[config.mk]
export PLATFORM = sky130hd
export DESIGN_NAME = sequence_gen_111
export DESIGN_NICKNAME = d
export VERILOG_FILES = /design/src/rtl/seq_pkg.sv /design/src/rtl/seq_111_ref.sv /design/src/rtl/sequence_gen_111.sv
export SDC_FILE = /design/constraint.sdc
export NUM_CORES = 1
export LEC_CHECK = 0
export CAP_MARGIN = 20
export CORE_AREA = 2 2 51 53
export DETAILED_ROUTE_END_ITERATION = 12
export DIE_AREA = 0 0 53 55
export HOLD_SLACK_MARGIN = 0.1
export PLACE_DENSITY = 0.77
export SYNTH_ARGS = -nofsm -noshare
export SYNTH_HDL_FRONTEND = slang
export SYNTH_SLANG_ARGS = --single-unit
[constraint.sdc]
create_clock -name clk -period 3.9 [get_ports clk]
set_input_delay 0.39 -clock clk [delete_from_list [all_inputs] [get_ports clk]]
set_output_delay 0.39 -clock clk [all_outputs]
set_load 0.005 [all_outputs]
[src/rtl/seq_pkg.sv]
// Shared widths and state encodings for the sequence generator and its 111 detector.
package seq_pkg;

  localparam int unsigned WORD_W = 16;
  localparam int unsigned CNT_W  = 4;

  // Index of the final frame bit, as seen by the bit counter
  localparam logic [CNT_W-1:0] LAST_BIT = CNT_W'(WORD_W - 1);

  typedef enum logic [1:0] {
    IDLE  = 2'd0,
    SHIFT = 2'd1,
    DONE  = 2'd2
  } state_t;

  typedef enum logic [1:0] {
    Z0 = 2'd0,
    Z1 = 2'd1,
    Z2 = 2'd2
  } det_t;

endpackage

[src/rtl/seq_111_ref.sv]
// Overlapping "111" detector with a Mealy output; also usable as a golden model.
module seq_111_ref
  import seq_pkg::*;
(
  input  logic clk,
  input  logic reset,
  input  logic clr,
  input  logic en,
  input  logic S,
  output logic Y
);

  det_t z, z_n;

  // Detector history register; clr drops history at frame boundaries
  always_ff @(posedge clk) begin
    if (reset || clr) z <= Z0;
    else              z <= z_n;
  end

  // Next history and Mealy output for the bit currently presented
  always_comb begin
    z_n = z;
    Y   = 1'b0;
    if (en) begin
      case (z)
        Z0:      z_n = S ? Z1 : Z0;
        Z1:      z_n = S ? Z2 : Z0;
        Z2: begin
          z_n = S ? Z2 : Z0;
          Y   = S;
        end
        default: z_n = Z0;
      endcase
    end
  end

endmodule

[src/rtl/sequence_gen_111.sv]
// Serialises a 16-bit word LSB first with a matching expected-111 flag.
// Optional feature macro: SEQ_GEN_COUNT_EN adds the hit_count port.
module sequence_gen_111
  import seq_pkg::*;
(
  input  logic              clk,
  input  logic              reset,
  input  logic              start,
  input  logic [WORD_W-1:0] data,
  output logic              S,
  output logic              bit_valid,
  output logic              busy,
  output logic              done,
  output logic              Y_exp
`ifdef SEQ_GEN_COUNT_EN
  ,
  output logic [CNT_W-1:0]  hit_count
`endif
);

  state_t             state, state_n;
  logic [WORD_W-1:0]  shreg, shreg_n;
  logic [CNT_W-1:0]   cnt, cnt_n;
  logic               s_n, valid_n, done_n, busy_n;
  logic               accept;

  // State and registered outputs
  always_ff @(posedge clk) begin
    if (reset) begin
      state     <= IDLE;
      shreg     <= '0;
      cnt       <= '0;
      S         <= 1'b0;
      bit_valid <= 1'b0;
      done      <= 1'b0;
      busy      <= 1'b0;
    end else begin
      state     <= state_n;
      shreg     <= shreg_n;
      cnt       <= cnt_n;
      S         <= s_n;
      bit_valid <= valid_n;
      done      <= done_n;
      busy      <= busy_n;
    end
  end

  // Next state and next output values; bit 0 leaves on the accepting edge
  always_comb begin
    state_n = state;
    shreg_n = shreg;
    cnt_n   = cnt;
    s_n     = 1'b0;
    valid_n = 1'b0;
    done_n  = 1'b0;
    busy_n  = busy;
    accept  = 1'b0;
    case (state)
      IDLE: begin
        busy_n = 1'b0;
        if (start) begin
          accept  = 1'b1;
          state_n = SHIFT;
          shreg_n = WORD_W'(data >> 1);
          cnt_n   = '0;
          s_n     = data[0];
          valid_n = 1'b1;
          busy_n  = 1'b1;
        end
      end
      SHIFT: begin
        busy_n = 1'b1;
        if (cnt == LAST_BIT) begin
          state_n = DONE;
          done_n  = 1'b1;
        end else begin
          cnt_n   = CNT_W'(cnt + 1'b1);
          s_n     = shreg[0];
          shreg_n = WORD_W'(shreg >> 1);
          valid_n = 1'b1;
        end
      end
      DONE: begin
        state_n = IDLE;
        busy_n  = 1'b0;
      end
      default: begin
        state_n = IDLE;
        busy_n  = 1'b0;
      end
    endcase
  end

  seq_111_ref u_det (
    .clk   (clk),
    .reset (reset),
    .clr   (accept),
    .en    (bit_valid),
    .S     (S),
    .Y     (Y_exp)
  );

`ifdef SEQ_GEN_COUNT_EN
  // Per-frame Y_exp pulse count, saturating, held until the next acceptance
  always_ff @(posedge clk) begin
    if (reset)                              hit_count <= '0;
    else if (accept)                        hit_count <= '0;
    else if (Y_exp && (hit_count != '1))    hit_count <= CNT_W'(hit_count + 1'b1);
  end
`endif

endmodule

==> qor.csv, run 1 <==
stage,metric,value,unit
critical_path,critical path's largest stage delay,430,ps
final_layout,post-route insts no fill,188,
routing,metal2 WL,1200,um
logic_synthesis,synthesized net count,164,
logic_synthesis,Synth Area in Adders,4.12,%
logic_synthesis,Avg Inst Size Synth,8.61,um^2
floorplanning,num ports,24,
critical_path,R2R depth,4,
global_routing,GRT Residual Overflow,0,
sta,Hold Fails Final Rpt,0,
critical_path,CP startpoint kind,flip-flop,
global_routing,largest net degree at the start of global routing,28,
sta,RSZ-0062 raised after global routing,no,
clock_tree,TritonCTS clock tree,yes,
critical_path,Crit path required time,3510,ps
place,placed instance count,184,
logic_synthesis,distinct cell type count after synthesis,31,
critical_path,R2R Setup Slk,2140,ps
critical_path,CP arrival,1520,ps
routing,wire length per cell,13.0,um
logic_synthesis,post-synth top area share,44.5,%
critical_path,worst r2r src,cnt[0],
logic_synthesis,number of synthesized register bits,27,
sta,Clock Skew,8.72,ps
critical_path,Critical-path top delay cell,clkdlybuf4s50_1,
power,Total Power,497,uW
critical_path,WS Path Type,flip-flop to output port,
logic_synthesis,Simple-Gate Fraction of Synth Area,20.9,%
logic_synthesis,number of synthesized flops with an enable pin,0,
routing,drt via density,5.81,
logic_synthesis,Syn Inst Count,141,
global_routing,initial antenna violation count,0,
floorplanning,core box area,2360,um^2
routing,top layer in use,met4,
place,area of placed instances,1440,um^2
sta,fin crit share,49.0,%
final_layout,synthesis-to-layout area growth,20.6,%
global_routing,GRT Total Usage,19.5,%
final_layout,nets,182,
routing,M1 WL,1120,um
power,Pwr Density,340,nW/um^2
routing,DR iter-0 viols,13,
logic_synthesis,Syn. warnings,0,
floorplanning,initial core utilization,51.3,%
power,Leak,0.519,nW
clock_tree,Bufs on Longest Clock Path,2,
power,Worst VDD drop,0.225,mV
clock_tree,post-CTS setup buffers,0,
place,Port Buffers,23,
clock_tree,Root Buffer,clkbuf_4,
routing,TritonRoute pass-1 iters,4,
critical_path,CP Capture Type,output port,
place,DP Worst Slack,1910,ps
routing,metal3 WL,103,um
sta,Setup-failing EPs final,0,
routing,drt drc,0,
sta,WHS,491,ps
floorplanning,die area,2920,um^2
clock_tree,worst-skew pair later-pin latency,320,ps
sta,Final min period,1910,ps
place,GP Congestion,0.820,
critical_path,cells along the critical path,inv_1 > ha_1 > and3_1 > clkdlybuf4s50_1,
routing,Vias,1093,
critical_path,worst reg2reg path endpoint,shreg[1],
sta,Worst slew margin,34.2,%
critical_path,crit path launch,u_det.z[0],
routing,number of routed nets with antenna violations,0,
run_status,status,completed,
job,max-cap viol count,0,
global_routing,first-pass GRT wire length,4200,um
final_layout,post-route cell area,1460,um^2
clock_tree,Post-CTS Resized,0,
sta,final setup TNS,0,ps
logic_synthesis,post-synthesis compound-gate area fraction,25.2,%
logic_synthesis,register area share after synthesis,44.5,%
sta,Max Slew Vio Count,0,
critical_path,Critical Path End,Y_exp,
min_path,min-delay worst type,flip-flop to flip-flop,
clock_tree,clock-pin slew on the worst setup and hold paths,150,ps
clock_tree,clock tree sinks,27,
sta,Worst-Margin Slew,984,ps
logic_synthesis,multiplexer share of the synthesized area,0,%
logic_synthesis,prevailing post-synth register cell,dfxtp_1,
place,Detailed Place HPWL,1690,um
global_routing,vias in the first global route,1005,
final_layout,Layout Utilization,61.9,%
clock_tree,total CTS buffers,3,
logic_synthesis,xor and xnor area share after synthesis,0,%
floorplanning,Die X,53,um
sta,fmax,523,MHz
floorplanning,Rows,18,
floorplanning,die height,55,um
final_layout,ratio of cells with drive above 1 in the final layout,6.33,%
logic_synthesis,"FFs w/ async S/R, synth",0,%
logic_synthesis,top post-synthesis cells by area,"dfxtp_1, nand2_1, a311oi_1, a21oi_1, ha_1",
logic_synthesis,largest family of logic cells by synthesized area,compound AO/OA/AOI/OAI gates,
logic_synthesis,Post-Syn Area,1210,um^2
critical_path,crit path max fanout,3,
routing,Total Routed Length,2440,um
final_layout,number of diodes,0,
logic_synthesis,Synth area leader,dfxtp_1,
clock_tree,H-tree depth,1,
clock_tree,# hold bufs at CTS,0,
sta,worst setup margin,1990,ps
-- critical path: cells and delay by family (launching register included) --
kind / cells / cell delay (ps)
adders and majority gates: 1 / 190
buffers and inverters: 2 / 500
DFF: 1 / 360
and+or+nand+nor: 1 / 150
-- worst min path at each step --
stage | start | end | slack (ps) | cells past startpoint
floorplan | shreg[14] | shreg[13] | 450 | 2
global placement | shreg[1] | shreg[0] | 470 | 2
detailed placement | shreg[1] | shreg[0] | 470 | 2
CTS | shreg[1] | shreg[0] | 490 | 2
global route | shreg[5] | shreg[4] | 520 | 2
finish | shreg[1] | shreg[0] | 490 | 2
-- logic make-up (layout without fill, tap and decap cells) --
group,after synthesis,in the layout
DFF,27,27
and+or+nand+nor,53,53
AOI/OAI and AO/OA,44,44
buffers and inverters,13,30
adders and majority gates,4,4
-- cell usage after synthesis (all sizes together), types with 2 or more instances --
library cell and n:
nand3 4, nand2 29, nand4 2, o21ai 5
a21oi 18, nor3b 2, nor3 7, inv 2
a311oi 14, dfxtp 27, clkbuf 2, o21a 2
buf 9, nor2 2, ha 4
-- area by class of cell --
cell class,instances,area [um^2]
clock buffer,3,22.5
clock inverter,1,5.00
fill,223,901
inverter,2,7.51
multi-input combinational,101,609
sequential,27,541
tap,30,37.5
timing repair buffer,24,241
-- report_power, final --
| part | internal [mW] | switching [mW] |
|---|---|---|
| clock network | 0.0383 | 0.0803 |
| registers | 0.293 | 0.0105 |
| logic | 0.0387 | 0.0365 |
| total | 0.370 | 0.127 |
-- per-layer routing --
metal,up-vias,global-route usage (%)
met5,-,0
met4,0,7.69
met3,2,2.42
met2,27,34.6
met1,510,24.3
li1,554,-
-- cells in the final DEF, fill, tap and decap left out, types with 3 or more instances in the layout --
cell / netlist / final
a21oi_1: 18 / 18
a311oi_1: 12 / 12
clkbuf_4: 0 / 3
clkdlybuf4s50_1: 0 / 23
dfxtp_1: 27 / 27
ha_1: 4 / 4
nand2_1: 29 / 29
nand3_1: 4 / 4
nor3_1: 7 / 7
o21ai_0: 5 / 5
-- flip-flops by register name (all words and copies together), names as in the netlist --
signal	cells
busy	1
bit_valid	1
S	1
done	1
u_det.z	2
shreg	15
cnt	4
state	2
Note: power is estimated with default switching activity, not from simulation.
==> inputs of run 2 (changes only) <==
Settings changed: CORE_AREA 2 2 51 53 to 2 2 55 57, DIE_AREA 0 0 53 55 to 0 0 57 59, PLACE_DENSITY 0.77 to 0.7.
Clock period 3.9 ns to 1.6 ns, I/O delays scaled along.
==> qor.csv, run 2 (synthesis results as in run 1) <==
stage,metric,value,unit
run_status,status,completed,
clock_tree,clock tree sinks,27,
power,sequential share of power,59.7,%
critical_path,Crit path required time,1440,ps
floorplanning,die height,59,um
final_layout,Register Area,542,um^2
place,Port Buffers,23,
sta,Final min period,1500,ps
floorplanning,num ports,24,
sta,fmax,667,MHz
critical_path,crit path max fanout,3,
final_layout,multi-input logic area,614,um^2
global_routing,initial antenna violation count,0,
power,Combinational Power Share,15.7,%
routing,drt drc,0,
power,Leak,0.557,nW
critical_path,Crit path buffers/inverters,2,
sta,Clock Skew,11.8,ps
min_path,min-delay worst type,input pin to flip-flop,
clock_tree,Bufs on Longest Clock Path,2,
global_routing,GRT Residual Overflow,0,
global_routing,vias in the first global route,1019,
power,Pwr Density,815,nW/um^2
power,clock network fraction of design power,24.7,%
critical_path,Critical-path top delay cell,dfxtp_2,
power,P_int,913,uW
clock_tree,clock-pin slew on the worst setup and hold paths,160,ps
power,sw frac,26.5,%
critical_path,crit path launch,u_det.z[0],
critical_path,critical path's largest stage delay,370,ps
routing,drt via density,5.85,
floorplanning,Rows,19,
final_layout,synthesis-to-layout area growth,25.7,%
final_layout,most frequent cells in the layout,"nand2_1, dfxtp_1, clkdlybuf4s50_1, a21oi_1, a311oi_1",
global_routing,GRT Total Usage,17.0,%
global_routing,first-pass GRT wire length,4530,um
global_routing,grt met1 use,21.1,%
sta,Worst-Margin Slew,492,ps
critical_path,worst r2r src,cnt[0],
clock_tree,total CTS buffers,3,
final_layout,nets,189,
clock_tree,TritonCTS clock tree,yes,
global_routing,M2 GR Usage,28.9,%
place,DP Worst Slack,-174,ps
global_routing,most used routing layer in global routing,met2,
critical_path,WS Path Type,flip-flop to output port,
sta,Worst slew margin,67.1,%
clock_tree,worst-skew pair later-pin latency,330,ps
final_layout,Biggest register,shreg,
sta,Setup-failing EPs final,0,
power,Worst VDD drop,0.742,mV
routing,DR iter-0 viols,41,
routing,TritonRoute pass-1 iters,4,
routing,number of routed nets with antenna violations,0,
critical_path,cell family with most CP delay,flip-flops,
clock_tree,Root Buffer,clkbuf_4,
place,GP Congestion,0.773,
clock_tree,H-tree depth,1,
critical_path,R2R depth,4,
final_layout,Largest regs,"shreg: 15 flops, cnt: 4 flops",
critical_path,worst reg2reg path endpoint,cnt[0],
critical_path,CP startpoint kind,flip-flop,
sta,worst setup margin,100,ps
final_layout,max reg flops,15,
routing,Total Routed Length,2660,um
critical_path,WP depth,4,
routing,Vias,1146,
job,max-cap viol count,0,
power,Psw,330,uW
sta,RSZ-0062 raised after global routing,no,
sta,Max Slew Vio Count,0,
sta,Hold Fails Final Rpt,0,
final_layout,ratio of cells with drive above 1 in the final layout,11.5,%
routing,wire length per cell,13.6,um
floorplanning,die area,3360,um^2
sta,WHS,359,ps
critical_path,R2R Setup Slk,110,ps
place,Detailed Place HPWL,1830,um
critical_path,cells along the critical path,inv_2 > ha_1 > and3_1 > dlygate4sd2_1,
floorplanning,core box area,2710,um^2
final_layout,"commonest non-fill, non-tap cell in the layout",nand2_1,
global_routing,GRT met3 Usage,5.46,%
global_routing,largest net degree at the start of global routing,28,
floorplanning,initial core utilization,44.8,%
final_layout,number of diodes,0,
critical_path,CP Capture Type,output port,
sta,fin crit share,93.7,%
floorplanning,Die X,57,um
final_layout,fillers,257,
critical_path,Critical Path End,Y_exp,
critical_path,CP arrival,1340,ps
sta,final setup TNS,0,ps
==> run 2: cell types whose count changed in the layout (fill, tap and decap cells not counted), sizes merged <==
cell and delta:
clkinvlp +1, clkinv -1, dlygate4sd2 +1, clkdlybuf4s50 -1, buf +7
==> run 2: cell type report <==
cell class	count	area share [%]
repair buffers	31	19.2
well taps	31	2.54
inverters	2	0.492
clock buffers	3	1.48
multi-input cells	101	40.3
clock inverters	1	0.492
flip-flops and latches	27	35.5
==> run 2: how the worst min path moves through the flow <==
stage               from        end  slack, ps  cells after the start
2_1_floorplan   data[15]  shreg[14]        300                      2
3_3_place_gp    shreg[8]   shreg[7]        470                      2
3_5_place_dp   shreg[11]  shreg[10]        470                      2
4_1_cts         data[15]  shreg[14]        350                      3
5_1_grt         data[15]  shreg[14]        350                      3
6_report        data[15]  shreg[14]        360                      3
==> run 2: worst reg2reg max path: stages, from the launching register on <==
cell and delay (ps):
dfxtp_1 360, ha_1 220, and4_4 230, or4_1 500, a21oi_1 120
==> run 2: metal layers <==
metal / vias up / routed length, um
li1: 569 / -
met1: 540 / 1170
met2: 33 / 1310
met3: 4 / 147
met4: 0 / 31
met5: - / 0
==> run 2: timing repair <==
action | in CTS | in global routing
hold buffers | 0 | 0
endpoints found under the hold margin | 0 | 0
setup endpoints to repair | 16 | 2
pin swaps | 0 | 0
buffers inserted | 0 | 0
resized for setup | 4 | 1
==> run 2: through the flow <==
step	area [um^2]	instances	total power, mW	util, %
final	1530	196	1.24	56.3
after global routing	1530	196	1.31	56.3
after CTS	1520	196	1.26	56.1
after detailed placement	1490	192	0.950	54.8
after global placement	1490	192	0.945	54.8
after floorplan	1210	141	0.860	-
==> run 2: power by group through the flow <==
stage / Combinational, mW / Clock [mW] / Sequential [mW]
after floorplan: 0.112 / 0 / 0.748
after global placement: 0.191 / 0 / 0.754
after detailed placement: 0.195 / 0 / 0.755
after CTS: 0.196 / 0.318 / 0.741
after global routing: 0.217 / 0.351 / 0.747
final: 0.195 / 0.306 / 0.741
==> inputs of run 3 (changes only) <==
Settings changed: CORE_AREA 2 2 55 57 to 2 2 75 62, DIE_AREA 0 0 57 59 to 0 0 77 64, PLACE_DENSITY 0.7 to 0.49.
==> qor.csv, run 3 (synthesis results as in run 1) <==
stage,metric,value,unit
sta,Worst-Margin Slew,433,ps
critical_path,CP arrival,1690,ps
global_routing,first-pass GRT wire length,4750,um
power,Worst VDD drop,0.366,mV
place,GP Congestion,0.727,
final_layout,fillers,449,
clock_tree,total CTS buffers,3,
power,Leak,0.568,nW
clock_tree,post-CTS setup buffers,0,
clock_tree,clock tree sinks,27,
final_layout,ratio of cells with drive above 1 in the final layout,11.4,%
floorplanning,initial core utilization,29.2,%
routing,drt via density,4.83,
power,Psw,330,uW
floorplanning,core box area,4150,um^2
sta,fin crit share,92.4,%
sta,Setup-failing EPs final,0,
place,Detailed Place HPWL,1940,um
final_layout,Biggest register,shreg,
sta,Hold Fails Final Rpt,0,
sta,Max Slew Vio Count,0,
global_routing,vias in the first global route,1054,
routing,wire length per cell,12.7,um
power,Combinational Power Share,15.0,%
run_status,status,completed,
sta,fmax,676,MHz
final_layout,multi-input logic area,614,um^2
final_layout,most frequent cells in the layout,"nand2_1, dfxtp_1, clkdlybuf4s50_1, a21oi_1, a311oi_1",
global_routing,initial antenna violation count,0,
final_layout,Register Area,542,um^2
floorplanning,Rows,21,
routing,drt drc,0,
clock_tree,Bufs on Longest Clock Path,2,
place,area of placed instances,1530,um^2
clock_tree,clock-pin slew on the worst setup and hold paths,90,ps
floorplanning,die height,64,um
routing,Vias,1077,
critical_path,CP Capture Type,flip-flop,
global_routing,GRT Total Usage,11.8,%
power,clock network fraction of design power,29.3,%
critical_path,worst r2r src,cnt[0],
routing,TritonRoute pass-1 iters,4,
critical_path,R2R Setup Slk,120,ps
critical_path,crit path max fanout,8,
floorplanning,die area,4930,um^2
critical_path,critical path's largest stage delay,500,ps
final_layout,max reg flops,15,
power,sequential share of power,55.7,%
critical_path,CP startpoint kind,flip-flop,
critical_path,Critical-path top delay cell,or4_1,
critical_path,crit path launch,cnt[0],
clock_tree,worst-skew pair later-pin latency,270,ps
min_path,min-delay worst type,input pin to flip-flop,
sta,Final min period,1480,ps
routing,Total Routed Length,2830,um
place,Port Buffers,23,
sta,RSZ-0062 raised after global routing,no,
sta,Clock Skew,3.74,ps
clock_tree,TritonCTS clock tree,yes,
clock_tree,Root Buffer,clkbuf_8,
final_layout,post-route cell area,1580,um^2
min_path,HP Start,data[15],
floorplanning,num ports,24,
critical_path,Crit path required time,1810,ps
power,Pwr Density,841,nW/um^2
final_layout,number of diodes,0,
routing,DR iter-0 viols,66,
final_layout,Largest regs,"shreg: 15 flops, cnt: 4 flops",
job,max-cap viol count,0,
critical_path,cells along the critical path,ha_1 > and4_4 > or4_1 > a21oi_1,
critical_path,WS Path Type,flip-flop to flip-flop,
routing,number of routed nets with antenna violations,0,
power,Total Power,1.33,mW
clock_tree,# hold bufs at CTS,0,
global_routing,largest net degree at the start of global routing,28,
final_layout,synthesis-to-layout area growth,29.9,%
floorplanning,Die X,77,um
clock_tree,H-tree depth,1,
global_routing,GRT Residual Overflow,0,
sta,Worst slew margin,71.1,%
power,P_int,995,uW
final_layout,"commonest non-fill, non-tap cell in the layout",nand2_1,
power,sw frac,24.9,%
final_layout,nets,190,
run 3: changes by cell type in the layout (fill, tap and decap cells not counted), sizes merged:
cell | previous run | this run
buf | 8 | 9
clkbuf | 3 | 4
clkinvlp | 1 | 0
run 3: layer usage:
metal  up-vias  global-route usage (%)  share of wire, %
met1       489                    15.4                53
li1        568                       -                 -
met2        18                    19.2                42
met5         -                       0                 0
met4         0                    2.01              0.42
met3         2                    4.24               5.1
run 3: worst max-delay path, delay by kind of cell, from the launching register on:
kind            cells  cell delay, ps
compound gates      1             130
fa+ha+maj           1             220
flops               1             340
simple gates        2             730
run 3: path summary, 6_finish.rpt:
path / end / cells after the start
max: cnt[0] / 4
min: shreg[14] / 3
max reg2reg: cnt[0] / 4
min reg2reg: shreg[7] / 2
run 3: final cells by class:
cell class | count | area share, %
multi-input combinational | 101 | 39.0
sequential | 27 | 34.4
timing repair buffer | 32 | 18.8
tap | 57 | 4.52
clock buffer | 4 | 2.86
inverter | 2 | 0.476
run 3: what timing repair did:
action / CTS / global route
endpoints found under the hold margin: 0 / 0
resized for setup: 4 / 0
setup endpoints to repair: 16 / 0
run 3: through the flow:
stage	util [%]	hold WS (ps)	setup WS (ps)	instances	setup TNS [ps]
after global routing	38.0	436	49.3	223	0
after CTS	38.0	431	113	223	0
after floorplan	-	296	78.5	141	0
after global placement	36.8	469	-118	219	-1520
final	38.0	437	121	223	0
after detailed placement	36.8	471	-166	219	-2070
run 3: power by group through the flow:
stage / Combinational [mW] / Sequential (mW) / Clock, mW
after detailed placement: 0.199 / 0.754 / 0
after floorplan: 0.112 / 0.748 / 0
after global placement: 0.196 / 0.754 / 0
final: 0.198 / 0.739 / 0.388
after CTS: 0.201 / 0.739 / 0.405
after global routing: 0.222 / 0.745 / 0.430
